`src/rtl/aes_pkg.sv`:
```
// Shared constants, FSM encoding and byte-parity helper for the AES-128 round-key store.
// Parity helper is only used when RKEY_PARITY_EN is defined.
package aes_pkg;

    localparam int unsigned NR128 = 10;
    localparam int unsigned NSLOT = 11;
    localparam int unsigned RK_W  = 128;
    localparam int unsigned RK_PW = RK_W / 8;

    localparam logic [3:0] LAST_IDX = 4'(NR128);

    typedef enum logic [2:0] {
        StEmpty = 3'b001,
        StFill  = 3'b010,
        StReady = 3'b100
    } rk_state_e;

    // Even parity: the stored bit makes each byte plus its parity bit have even weight.
    function automatic logic [0:RK_PW-1] byte_parity(input logic [0:RK_W-1] d);
        logic [0:RK_PW-1] p;
        for (int b = 0; b < int'(RK_PW); b++) begin
            p[b] = ^d[8*b +: 8];
        end
        return p;
    endfunction

endpackage

```
`src/rtl/rkey_ram.sv`:
```
// 11-entry round-key register array with one write port and one registered read port.
// With RKEY_PARITY_EN each entry carries 16 byte-parity bits, checked on the read register.
module rkey_ram
    import aes_pkg::*;
(
    input  logic            mclk,
    input  logic            arst_n,
    input  logic            we,
    input  logic [3:0]      wr_idx,
    input  logic [0:RK_W-1] wr_data,
    input  logic            re,
    input  logic [3:0]      rd_idx,
`ifdef RKEY_PARITY_EN
    output logic            par_err,
`endif
    output logic [0:RK_W-1] rd_data
);

`ifdef RKEY_PARITY_EN
    localparam int unsigned MW = RK_W + RK_PW;
`else
    localparam int unsigned MW = RK_W;
`endif

    logic [0:MW-1] mem_q [NSLOT];
    logic [0:MW-1] rd_q;
    logic [0:MW-1] wr_word;

`ifdef RKEY_PARITY_EN
    assign wr_word = {wr_data, byte_parity(wr_data)};
    assign par_err = byte_parity(rd_q[0:RK_W-1]) != rd_q[RK_W:MW-1];
`else
    assign wr_word = wr_data;
`endif

    // Key slots are deliberately not reset.
    always_ff @(posedge mclk) begin
        if (we) begin
            mem_q[wr_idx] <= wr_word;
        end
    end

    always_ff @(posedge mclk or negedge arst_n) begin
        if (!arst_n) begin
            rd_q <= '0;
        end else if (re) begin
            rd_q <= mem_q[rd_idx];
        end
    end

    assign rd_data = rd_q[0:RK_W-1];

endmodule

```
`src/rtl/rkey_store.sv`:
```
// AES-128 round-key schedule store: sequenced fill of 11 keys, then 1-cycle-latency reads.
// Optional per-byte parity on stored keys is enabled by defining RKEY_PARITY_EN.
module rkey_store
    import aes_pkg::*;
(
    input  logic            mclk,
    input  logic            arst_n,
    input  logic [0:RK_W-1] rk_in,
    input  logic [3:0]      rk_idx,
    input  logic            rk_le,
    input  logic            flush,
    input  logic            rd_req,
    input  logic [3:0]      rd_idx,
    output logic [0:RK_W-1] rd_key,
    output logic            rd_valid,
    output logic            keys_ready,
    output logic            wr_err,
    output logic            rd_err
);

    rk_state_e  state_q, state_d;
    logic [3:0] exp_q, exp_d;
    logic       wr_err_d, we;
    logic       rd_ok;
    logic       rd_valid_q, rd_err_q, keys_ready_q, wr_err_q;
    logic       par_bad;

    // Read is qualified by the pre-edge state, so it ignores same-cycle writes and flush.
    assign rd_ok = rd_req && (state_q == StReady) && (rd_idx <= LAST_IDX);

    always_comb begin
        state_d  = state_q;
        exp_d    = exp_q;
        wr_err_d = 1'b0;
        we       = 1'b0;
        if (flush) begin
            state_d = StEmpty;
            exp_d   = '0;
        end else if (rk_le) begin
            unique case (state_q)
                StEmpty: begin
                    if (rk_idx == 4'd0) begin
                        we      = 1'b1;
                        exp_d   = 4'd1;
                        state_d = StFill;
                    end else begin
                        wr_err_d = 1'b1;
                    end
                end
                StFill: begin
                    if (rk_idx == exp_q) begin
                        we = 1'b1;
                        if (rk_idx == LAST_IDX) begin
                            exp_d   = '0;
                            state_d = StReady;
                        end else begin
                            exp_d = exp_q + 4'd1;
                        end
                    end else if (rk_idx == 4'd0) begin
                        we    = 1'b1;
                        exp_d = 4'd1;
                    end else begin
                        wr_err_d = 1'b1;
                        exp_d    = '0;
                        state_d  = StEmpty;
                    end
                end
                StReady: begin
                    if (rk_idx == 4'd0) begin
                        we      = 1'b1;
                        exp_d   = 4'd1;
                        state_d = StFill;
                    end else begin
                        wr_err_d = 1'b1;
                        exp_d    = '0;
                        state_d  = StEmpty;
                    end
                end
                default: begin
                    exp_d   = '0;
                    state_d = StEmpty;
                end
            endcase
        end
    end

    always_ff @(posedge mclk or negedge arst_n) begin
        if (!arst_n) begin
            state_q      <= StEmpty;
            exp_q        <= '0;
            rd_valid_q   <= 1'b0;
            rd_err_q     <= 1'b0;
            keys_ready_q <= 1'b0;
            wr_err_q     <= 1'b0;
        end else begin
            state_q      <= state_d;
            exp_q        <= exp_d;
            rd_valid_q   <= rd_ok;
            rd_err_q     <= rd_req && !rd_ok;
            keys_ready_q <= (state_d == StReady);
            wr_err_q     <= wr_err_d;
        end
    end

    rkey_ram u_ram (
        .mclk    (mclk),
        .arst_n  (arst_n),
        .we      (we),
        .wr_idx  (rk_idx),
        .wr_data (rk_in),
        .re      (rd_ok),
        .rd_idx  (rd_idx),
`ifdef RKEY_PARITY_EN
        .par_err (par_bad),
`endif
        .rd_data (rd_key)
    );

`ifndef RKEY_PARITY_EN
    assign par_bad = 1'b0;
`endif

    assign rd_valid   = rd_valid_q;
    assign rd_err     = rd_err_q | (rd_valid_q & par_bad);
    assign keys_ready = keys_ready_q;
    assign wr_err     = wr_err_q;

endmodule
```
`config.mk`:
```
export PLATFORM = sky130hd
export DESIGN_NAME = rkey_store
export DESIGN_NICKNAME = d
export VERILOG_FILES = /design/src/rtl/aes_pkg.sv /design/src/rtl/rkey_ram.sv /design/src/rtl/rkey_store.sv
export SDC_FILE = /design/constraint.sdc
export NUM_CORES = 1
export LEC_CHECK = 0
export ABC_AREA = 0
export ABC_CLOCK_PERIOD_IN_PS = 14500
export BUFFER_PORTS_ARGS = -buffer_cell sky130_fd_sc_hd__buf_2
export CORE_UTILIZATION = 50
export DETAILED_ROUTE_END_ITERATION = 16
export GPL_ROUTABILITY_DRIVEN = 0
export HOLD_SLACK_MARGIN = 0.02
export MAX_ROUTING_LAYER = met4
export PLACE_DENSITY = 0.7
export REMOVE_ABC_BUFFERS = 1
export SLEW_MARGIN = 5
export SYNTH_ARGS = -nofsm -noshare
export SYNTH_HDL_FRONTEND = slang
export SYNTH_SLANG_ARGS = --single-unit
```
`constraint.sdc`:
```
create_clock -name mclk -period 14.5 [get_ports mclk]
set_clock_uncertainty 0.05 [all_clocks]
set_input_delay 0.725 -clock mclk [delete_from_list [all_inputs] [get_ports mclk]]
set_output_delay 0.725 -clock mclk [all_outputs]
set_load 0.01 [all_outputs]
```
# Yosys cells after proc, flatten, opt, wreduce, memory -nomap -nowiden
# Memories as Yosys holds them, arrays and structs flattened. A register that Yosys moved wholly into a read port is not among the register bits.
# Cells that the tools add are included.
# Widths: inputs -> output; s select.
[word_totals]
output_inout_bits = 132
mem_bits_rw = 1408
regBits = 11
wordCells = 52
inputBits = 141
mem_count = 1
[op_classes]
eq_ne = 7
n_addsub = 1
order_cmp = 1
n_mux = 27
n_reduce_logical = 9
[mem_list]
columns = ["memory", "words", "width", "rd", "rd_clocked_by_memory_dff", "write_ports", "line", "rtl"]
rows = [
  ["u_ram.mem_q", 11, 128, 1, 1, 1, "rkey_ram.sv:25", "logic [0:MW-1] mem_q [NSLOT];"],
]
[ops]
columns = ["operator", "n"]
rows = [
  ["$mux 4", 5],
  ["$mux 3", 6],
  ["$pmux 4 s3", 1],
  ["$mux 1", 11],
  ["$pmux 3 s3", 1],
  ["$eq 3x3->1 const B", 2],
  ["$add 4x1->4 const B", 1],
  ["$eq 4x4->1", 1],
  ["$eq 4x4->1 const B", 1],
  ["$le 4x4->1 const B", 1],
  ["$logic_not 4->1", 1],
  ["$pmux 1 s2", 2],
  ["$eq 3x1->1 const B", 1],
  ["$eq 3x2->1 const B", 1],
  ["$logic_and 1x1->1", 3],
  ["$ne 3x3->1 const B", 1],
  ["$logic_not 1->1", 2],
  ["$mux 2", 1],
  ["$reduce_and 2->1", 1],
  ["$reduce_bool 2->1", 1],
  ["$reduce_or 2->1", 1],
]

# Logic depth before layout (Yosys ltp)
# Gate-level depths: netlist (run 1).
[depth]
depth_word = 8
ltp_mapped = 8
ltp_nobuf = 4

# By module
# Synthesis (run 1) repeated with hierarchy kept, for this count alone.
[hier_totals]
cells_unflattened = 3510
area_unflattened_um2 = 59743.5
[by_module_without_submodules]
columns = ["mod", "area_each_um2", "n_inst", "cells_each", "seq_area_each_um2"]
rows = [
  ["rkey_ram", 59011.6, 1, 3433, 45483.6],
  ["rkey_store", 732.0, 1, 77, 276.5],
]

# Worst setup path before layout (run 1)
# Ideal clock, no wire load.
[synth_timing]
kind = "in2reg"
from = "input port rk_idx[0]"
to = "memory u_ram.mem_q[8][0] in the netlist's numbering (enable)"
t_required_ns = 13.521
setup_ns = 0.929
arrival_time_ns = 13.741
slack_ns = -0.220
path_buffers = 2
stages = 6
path_cell_list = "buf_2 xnor2_1 and4_1 clkbuf_1 a22oi_2 nor4_1"
[synth_between]
elab_chain_len = 8
word_cells_on_any_way = 9
classes_between = "eq/ne: 1; mux: 7; reduce/logical: 1"
[synth_lines]
columns = ["element", "line", "rtl"]
rows = [
  ["start: declaration", "rkey_store.sv:9", "input logic [3:0] rk_idx,"],
  ["$logic_not 4->1", "rkey_store.sv:42, rkey_store.sv:59, rkey_store.sv:69", ""],
  ["$mux 1", "rkey_store.sv:42, rkey_store.sv:59, rkey_store.sv:69", ""],
  ["$mux 1", "rkey_store.sv:51", "if (rk_idx == exp_q) begin"],
  ["$pmux 1 s2", "rkey_store.sv:40", "unique case (state_q)"],
  ["$mux 1", "rkey_store.sv:39", "end else if (rk_le) begin"],
  ["$mux 1", "rkey_store.sv:36", "if (flush) begin"],
  ["$mux 1", "rkey_ram.sv:38", "if (we) begin"],
  ["$mux 1 (not written as such)", "rkey_ram.sv:39", "mem_q[wr_idx] <= wr_word;"],
  ["end: declaration", "rkey_ram.sv:25", ""],
]
# Parallel ways exist; a longest one is shown, timed or not.

# Final worst setup path (run 1)
[layout_timing]
from = "register exp_q[0]"
to = "memory u_ram.mem_q[4][99] in the netlist's numbering (enable)"
[layout_between]
elab_chain_len = 7
[layout_lines]
columns = ["element", "line", "rtl"]
rows = [
  ["start: declaration", "rkey_store.sv:22", "logic [3:0] exp_q, exp_d;"],
  ["start signal: assignment", "rkey_store.sv:97", "exp_q <= exp_d;"],
  ["$eq 4x4->1", "rkey_store.sv:51", ""],
  ["$mux 1", "rkey_store.sv:51", ""],
  ["$pmux 1 s2", "rkey_store.sv:40", ""],
  ["$mux 1", "rkey_store.sv:39", ""],
  ["$mux 1", "rkey_store.sv:36", ""],
  ["$mux 1", "rkey_ram.sv:38", ""],
  ["$mux 1 (not written as such)", "rkey_ram.sv:39", ""],
]
# No other way between the ends.

==> metrics.txt, run 1 <==
Slew Limit Fails=0; register area share after synthesis=about four fifths; Psw=1.79 mW; kind of start point of the critical path=flop; status=finished clean; initial antenna violation count=34; DP Area=just over 60000 um2; FF+latch count, synth=1547; flop-to-flop setup slack=around 11 ns; WP data arrival=between 4 and 5 ns; DP Worst Slack=~9.9 ns; R2R depth=6; Worst R2R End=u_ram.mem_q[4][99]; synth cell count leaders=1408 x edfxtp_1, 256 x mux2i_1, 256 x mux4_2; core area=116000 um2; Warnings, synthesis=0; WL final=132 mm; residual DRC count=0; top post-synthesis cells by area=edfxtp_1 72%, mux4_2 9.9%, dfrtp_1 5.9%, mux2i_1 4.4%, a221o_1 2.2%; Hold Path Origin=rd_req; Finished Cell Area=between 60000 and 70000 um2; Final Hold Viols=0; Pwr Density=approximately 140 nW/um2; final worst path period need=between 3 and 4 ns; setup violators final=0; Clock Tree Root=clkbuf_16; Sw Ratio=20.0%; Worst-Skew Late Latency=~0.75 ns; Hold EP=rd_err; area leader, netlist=edfxtp_1; max_cap viols=0; Seq pwr share=a little over half; Post-synth ARST share=8.99%; LEAKAGE=22.9 nW; EDFF count, synth=~1400; Tightest Hold Check Type=primary input to flop; worst reg2reg startpoint=exp_q[0]; initial DRC count=approximately 3300; Die Y=~340 um; Synth Flop Type=edfxtp_1; WHS Path Cells=2; input/output buffers=roughly 270; Worst setup EP type=flop; clk slew on worst S/H paths=approximately 0.06 ns; fin worst setup slack=10.69 ns; Overall Global Routing Usage=between 20% and 30%; NumNets Final=3260; router iterations before antenna repair=5; Int Power=around 7.2 mW; via-per-instance ratio=between 5 and 6; Max Freq=around 0.26 GHz; largest net degree at the start of global routing=129; vias in the first global route=between 20000 and 30000; Slew headroom=22.8%; Post-Syn Instances=2813; Area Growth Syn to Fin=13.2%; TritonCTS clock tree=built; most numerous cell in the Yosys netlist=edfxtp_1; synth unique cells=46; WS Path Type=flop to flop; die area=between 100000 and 150000 um2; share of cells above drive strength 1=~25%; hold_ws=slightly below 0.2 ns; mapped cell area=~58000 um2; CTS Buffer Depth=3; Worst-Margin Slew=between 1 and 1.5 ns; Remaining Overflow, GRT=0; worst vdd ir=between 0.0001 and 0.00015 V; total number of vias=28527; power share of the clock group=a little over two fifths; syn_area_per_cell=~21 um2; Post-DRT Antenna Nets=0; RSZ-0062 raised after global routing=false; period utilization=a little over a quarter; post-cts sizing count=0; wire per inst=between 20 and 30 um; top cell type's share of synthesized area=a little over 70%; crit-path max FO=between 40 and 50; post-DP HPWL=63.0 mm; Die X=about 340 um; power share of the combinational group=about 3.2%; first-pass GRT wire length=193 mm; htree depth=4; I/O Pins=roughly 270; clock sink total=1547; worst path required time=roughly 15 ns; CTS buffer count=152; Site Rows=125; Starting Density=50.4%
-- through the flow --
stage	TNS (ns)	cells	power, mW	utilization [%]
after CTS	0	4769	9.02	57.0
after detailed placement	0	4487	5.25	52.8
after floorplan	-26.52	2649	5.09	-
after global placement	0	4487	5.24	52.8
final	0	4797	8.95	57.0
after global routing	0	4793	9.20	57.0
-- placed cells by master, fill, tap and decap left out, types with 5 or more instances in the layout --
cell,n
a221o_1,129
buf_12,9
buf_2,268
buf_4,33
bufinv_16,7
clkbuf_1,50
clkbuf_16,156
clkbuf_8,14
clkinv_1,20
clkinv_2,19
dfrtp_1,138
diode_2,28
edfxtp_1,1408
inv_1,5
inv_6,7
mux2i_1,256
mux4_2,256
nand2_1,132
nand2b_1,7
nor2_1,131
o21ai_0,28
o21ai_1,102
xnor2_1,5
-- kinds of logic (layout without fill, tap and decap cells) --
logic type / Yosys count / in the layout / share of synthesized area [%]
mux: 512 / 512 / 14.2
xor+xnor: 5 / 5 / 0.0749
simple gates: 304 / 304 / 2.17
compound gates: 275 / 275 / 3.52
fa+ha+maj: 1 / 1 / 0.0214
flops: 1547 / 1547 / 78.3
buf+inv: 169 / 601 / 1.72
other cells: 0 / 28 / 0
-- per-layer routing --
metal / track usage, % / wire length (um) / vias up
li1: - / - / 12176
met1: 31.5 / 55100 / 15137
met2: 36.0 / 64300 / 1034
met3: 5.14 / 10200 / 180
met4: 5.84 / 2140 / 0
met5: - / 0 / -
-- flip-flops by register name (all words and copies together) (netlist names) --
register / cells
state_q: 3
u_ram.rd_data: 128
wr_err: 1
u_ram.mem_q: 1408
keys_ready: 1
rd_err: 1
exp_q: 4
rd_valid: 1
-- power by group through the flow --
stage	Clock [mW]	Combinational [mW]	Sequential [mW]
final	3.80	0.288	4.87
after global routing	4.02	0.315	4.87
after CTS	3.86	0.292	4.87
after detailed placement	0	0.291	4.96
after global placement	0	0.279	4.96
after floorplan	0	0.122	4.97
-- cell type report --
cell class	count	area, um2
antenna	28	70.1
clock buffer	220	4280
clock inverter	61	529
fill	8521	49900
inverter	5	18.8
multi-input combinational	1097	11800
sequential	1547	45800
tap	1524	1910
timing repair buffer	315	1840
-- worst max-delay path, cell delays in order, from the launching register on --
cell and delay (ns):
dfrtp_1 0.44, xnor2_1 0.20, and4_1 0.40, nand3_1 0.41, nor3_2 0.24, buf_4 0.71
buf_4 0.88
-- repair_timing --
action                                  in CTS  in global routing
setup buffers                                0                  0
hold buffers                                 1                  0
endpoints found under the hold margin       53                  0
endpoints found under the setup margin       0                  0
-- worst max-delay path by stage --
stage                     startpoint                  to  slack (ns)  depth (start not counted)
final                       exp_q[0]  u_ram.mem_q[4][99]       10.69                          6
after global routing        exp_q[1]  u_ram.mem_q[4][71]       10.45                          6
after CTS                   exp_q[0]  u_ram.mem_q[4][99]       10.65                          6
after detailed placement   rd_idx[0]   u_ram.rd_data[41]        9.93                          7
after global placement     rd_idx[0]   u_ram.rd_data[42]        9.93                          7
after floorplan            rk_idx[1]   u_ram.mem_q[1][0]       -0.05                          4
(Power assumes the default switching activity.)
==> inputs of run 2 (changes only) <==
- ABC_AREA: 0 -> 1
- ABC_CLOCK_PERIOD_IN_PS: 14500 -> 3900
- PLACE_DENSITY: 0.7 -> 0.67
- clock period: 14.5 -> 3.9 ns (I/O delays scaled with it)
==> run 2 against run 1 <==
Sequential share of layout area is 3.7 points lower. Combinational power increased to 6.4 times the previous value. Worst hold slack got worse by 0.16 ns. Non-clock buffer count grew 184. Synthesized cell count is 70% higher. Critical endpoint is now u_ram.mem_q[4][122].
==> metrics.txt, run 2 <==
status=finished clean; Largest Register=u_ram.mem_q; WL final=roughly 150 mm; top post-synthesis cells by area=edfxtp_1 70%, nor2_1 6.9%, dfrtp_1 5.7%, nand2_1 4.5%, o21ai_0 4.2%; RSZ-0062 raised after global routing=false; setup violators final=0; most common cell after layout, fill and taps aside=edfxtp_1; Largest register FFs=~1400; R2R depth=12; hold_ws=between 0.03 and 0.04 ns; htree depth=4; LEAKAGE=around 25 nW; DP Worst Slack=0.774 ns; Max Freq=around 0.27 GHz; multi-input logic area=between 10000 and 15000 um2; flop-to-flop setup slack=0.18 ns; worst reg2reg startpoint=exp_q[2]; synth cell count leaders=1408 x edfxtp_1, 1103 x nor2_1, 721 x nand2_1; core area=119000 um2; residual DRC count=0; Worst-Margin Slew=~1.0 ns; Sequential Area=45800 um2; CTS Buffer Depth=3; Finished Cell Area=69900 um2; period utilization=95.4%; Pwr Density=~490 nW/um2; total number of vias=between 30000 and 40000; Overall Global Routing Usage=between 20 and 25%; I/O Pins=roughly 270; Post-Syn Instances=around 4800; most numerous cell in the Yosys netlist=edfxtp_1; Site Rows=126; Final Util=about three fifths; Final Power=~35 mW; mapped cell area=~60000 um2; clk slew on worst S/H paths=0.06 ns; Tightest Hold Check Type=primary input to asynchronous set/reset pin; Die X=349 um; TritonCTS clock tree=built; EDFF count, synth=1408; wire per inst=about 21 um; CTS buffer count=158; Slew headroom=a little under a third; first-pass GRT wire length=223 mm; Synth Flop Type=edfxtp_1; FF+latch count, synth=1547; filler cell count=between 9000 and 10000; Worst-Skew Late Latency=~0.76 ns; input/output buffers=around 270; worst vdd ir=0.000418 V; register area share after synthesis=about three quarters; Final Hold Viols=0; WP data arrival=between 4 and 5 ns; Post-synth ARST share=8.99%; largest net degree at the start of global routing=151; Area Growth Syn to Fin=16.4%; top cell type's share of synthesized area=a little over two thirds; crit-path max FO=16; kind of start point of the critical path=flop; Clock Tree Root=clkbuf_16; Die Y=~350 um; clock sink total=1547; post-DP HPWL=~77 mm; via-per-instance ratio=about 5.6; WS Path Type=flop to flop; vias in the first global route=between 30000 and 40000; Starting Density=50.7%; router iterations before antenna repair=10; Post-DRT Antenna Nets=0; Remaining Overflow, GRT=0; NumNets Final=5269; area leader, netlist=edfxtp_1; worst path required time=~4.3 ns; initial antenna violation count=3; max_cap viols=0; die area=between 100000 and 150000 um2; Warnings, synthesis=0; post-cts sizing count=0; DP Area=63500 um2; initial DRC count=3411; Worst R2R End=u_ram.mem_q[4][122]; final worst path period need=~3.7 ns; share of cells above drive strength 1=roughly 11%; Worst setup EP type=flop; synth unique cells=29; Slew Limit Fails=0; commonest non-fill, non-tap cells in the layout=1408 x edfxtp_1, 1092 x nor2_1, 721 x nand2_1; fin worst setup slack=roughly 0.18 ns; syn_area_per_cell=12.6 um2
==> run 2: cell count changes after synthesis, sizes merged, moves of 134 or more <==
cell	before	now
mux2i	256	0
nand3	3	137
o21ai	130	611
nand2	132	722
mux4	256	0
nor2	135	1103
==> run 2: power by group <==
part / switching [mW] / total [mW] / internal [mW]
logic: 1.25 / 1.83 / 0.576
registers: 0.0479 / 18.2 / 18.2
clock network: 6.16 / 14.6 / 8.41
total: 7.46 / 34.6 / 27.1
==> run 2: worst max path at each step <==
stage               startpoint             endpoint  slack (ns)
floorplan             exp_q[0]    u_ram.mem_q[0][0]       -3.25
global placement      exp_q[2]  u_ram.mem_q[4][101]        0.77
detailed placement    exp_q[0]  u_ram.mem_q[4][101]        0.77
CTS                   exp_q[2]  u_ram.mem_q[4][101]        0.29
global route          exp_q[2]  u_ram.mem_q[4][118]       0.005
finish                exp_q[2]  u_ram.mem_q[4][122]        0.18
==> run 2: cell type report <==
cell class                 instances  share of cell area (%)
antenna                            2                 0.00716
clock buffer                     236                    6.44
clock inverter                    56                   0.737
inverter                          25                   0.174
multi-input combinational       2896                    18.6
sequential                      1547                    65.4
tap                             1600                    2.86
timing repair buffer             499                    5.80
==> run 2: routing by layer <==
layer | GRT usage (%) | vias up | routed length (um)
met3 | 3.28 | 182 | 8980
met5 | - | - | 0
met2 | 40.9 | 1344 | 73100
met4 | 5.93 | 0 | 2340
met1 | 32.4 | 18908 | 61100
li1 | - | 17801 | -
==> run 2: what timing repair did <==
item	4_1_cts	5_1_grt
endpoints found under the hold margin	1557	0
setup buffers	0	0
hold buffers	141	0
==> run 2: per-stage QoR <==
step | cells | TNS (ns)
6_report | 6861 | 0
5_1_grt | 6861 | 0
4_1_cts | 6859 | 0
3_5_place_dp | 6426 | 0
3_3_place_gp | 6426 | 0
2_1_floorplan | 4468 | -4842.59
==> run 2: critical path: stages, from the launching register on <==
cell           delay [ns]
dfrtp_1              0.37
inv_1                0.08
nand2_1              0.08
nand2_1              0.05
nor2_1               0.11
dlygate4sd3_1        0.61
nand2_1              0.12
nand2_1              0.13
nand2_1              0.11
nand2_1              0.12
nand4_1              0.41
nor2_4               0.74
buf_4                0.39
==> run 2: cells by family (layout without fill, tap and decap cells) <==
group	after synthesis	after routing	share of synthesized area (%)
DFF	1547	1547	76.2
xor gates and xnor gates	1	1	0.0146
buffers and inverters	333	816	2.39
other	0	2	0
adders and majority gates	1	1	0.0208
and+or+nand+nor	1997	1997	12.9
AOI/OAI and AO/OA	897	897	8.54
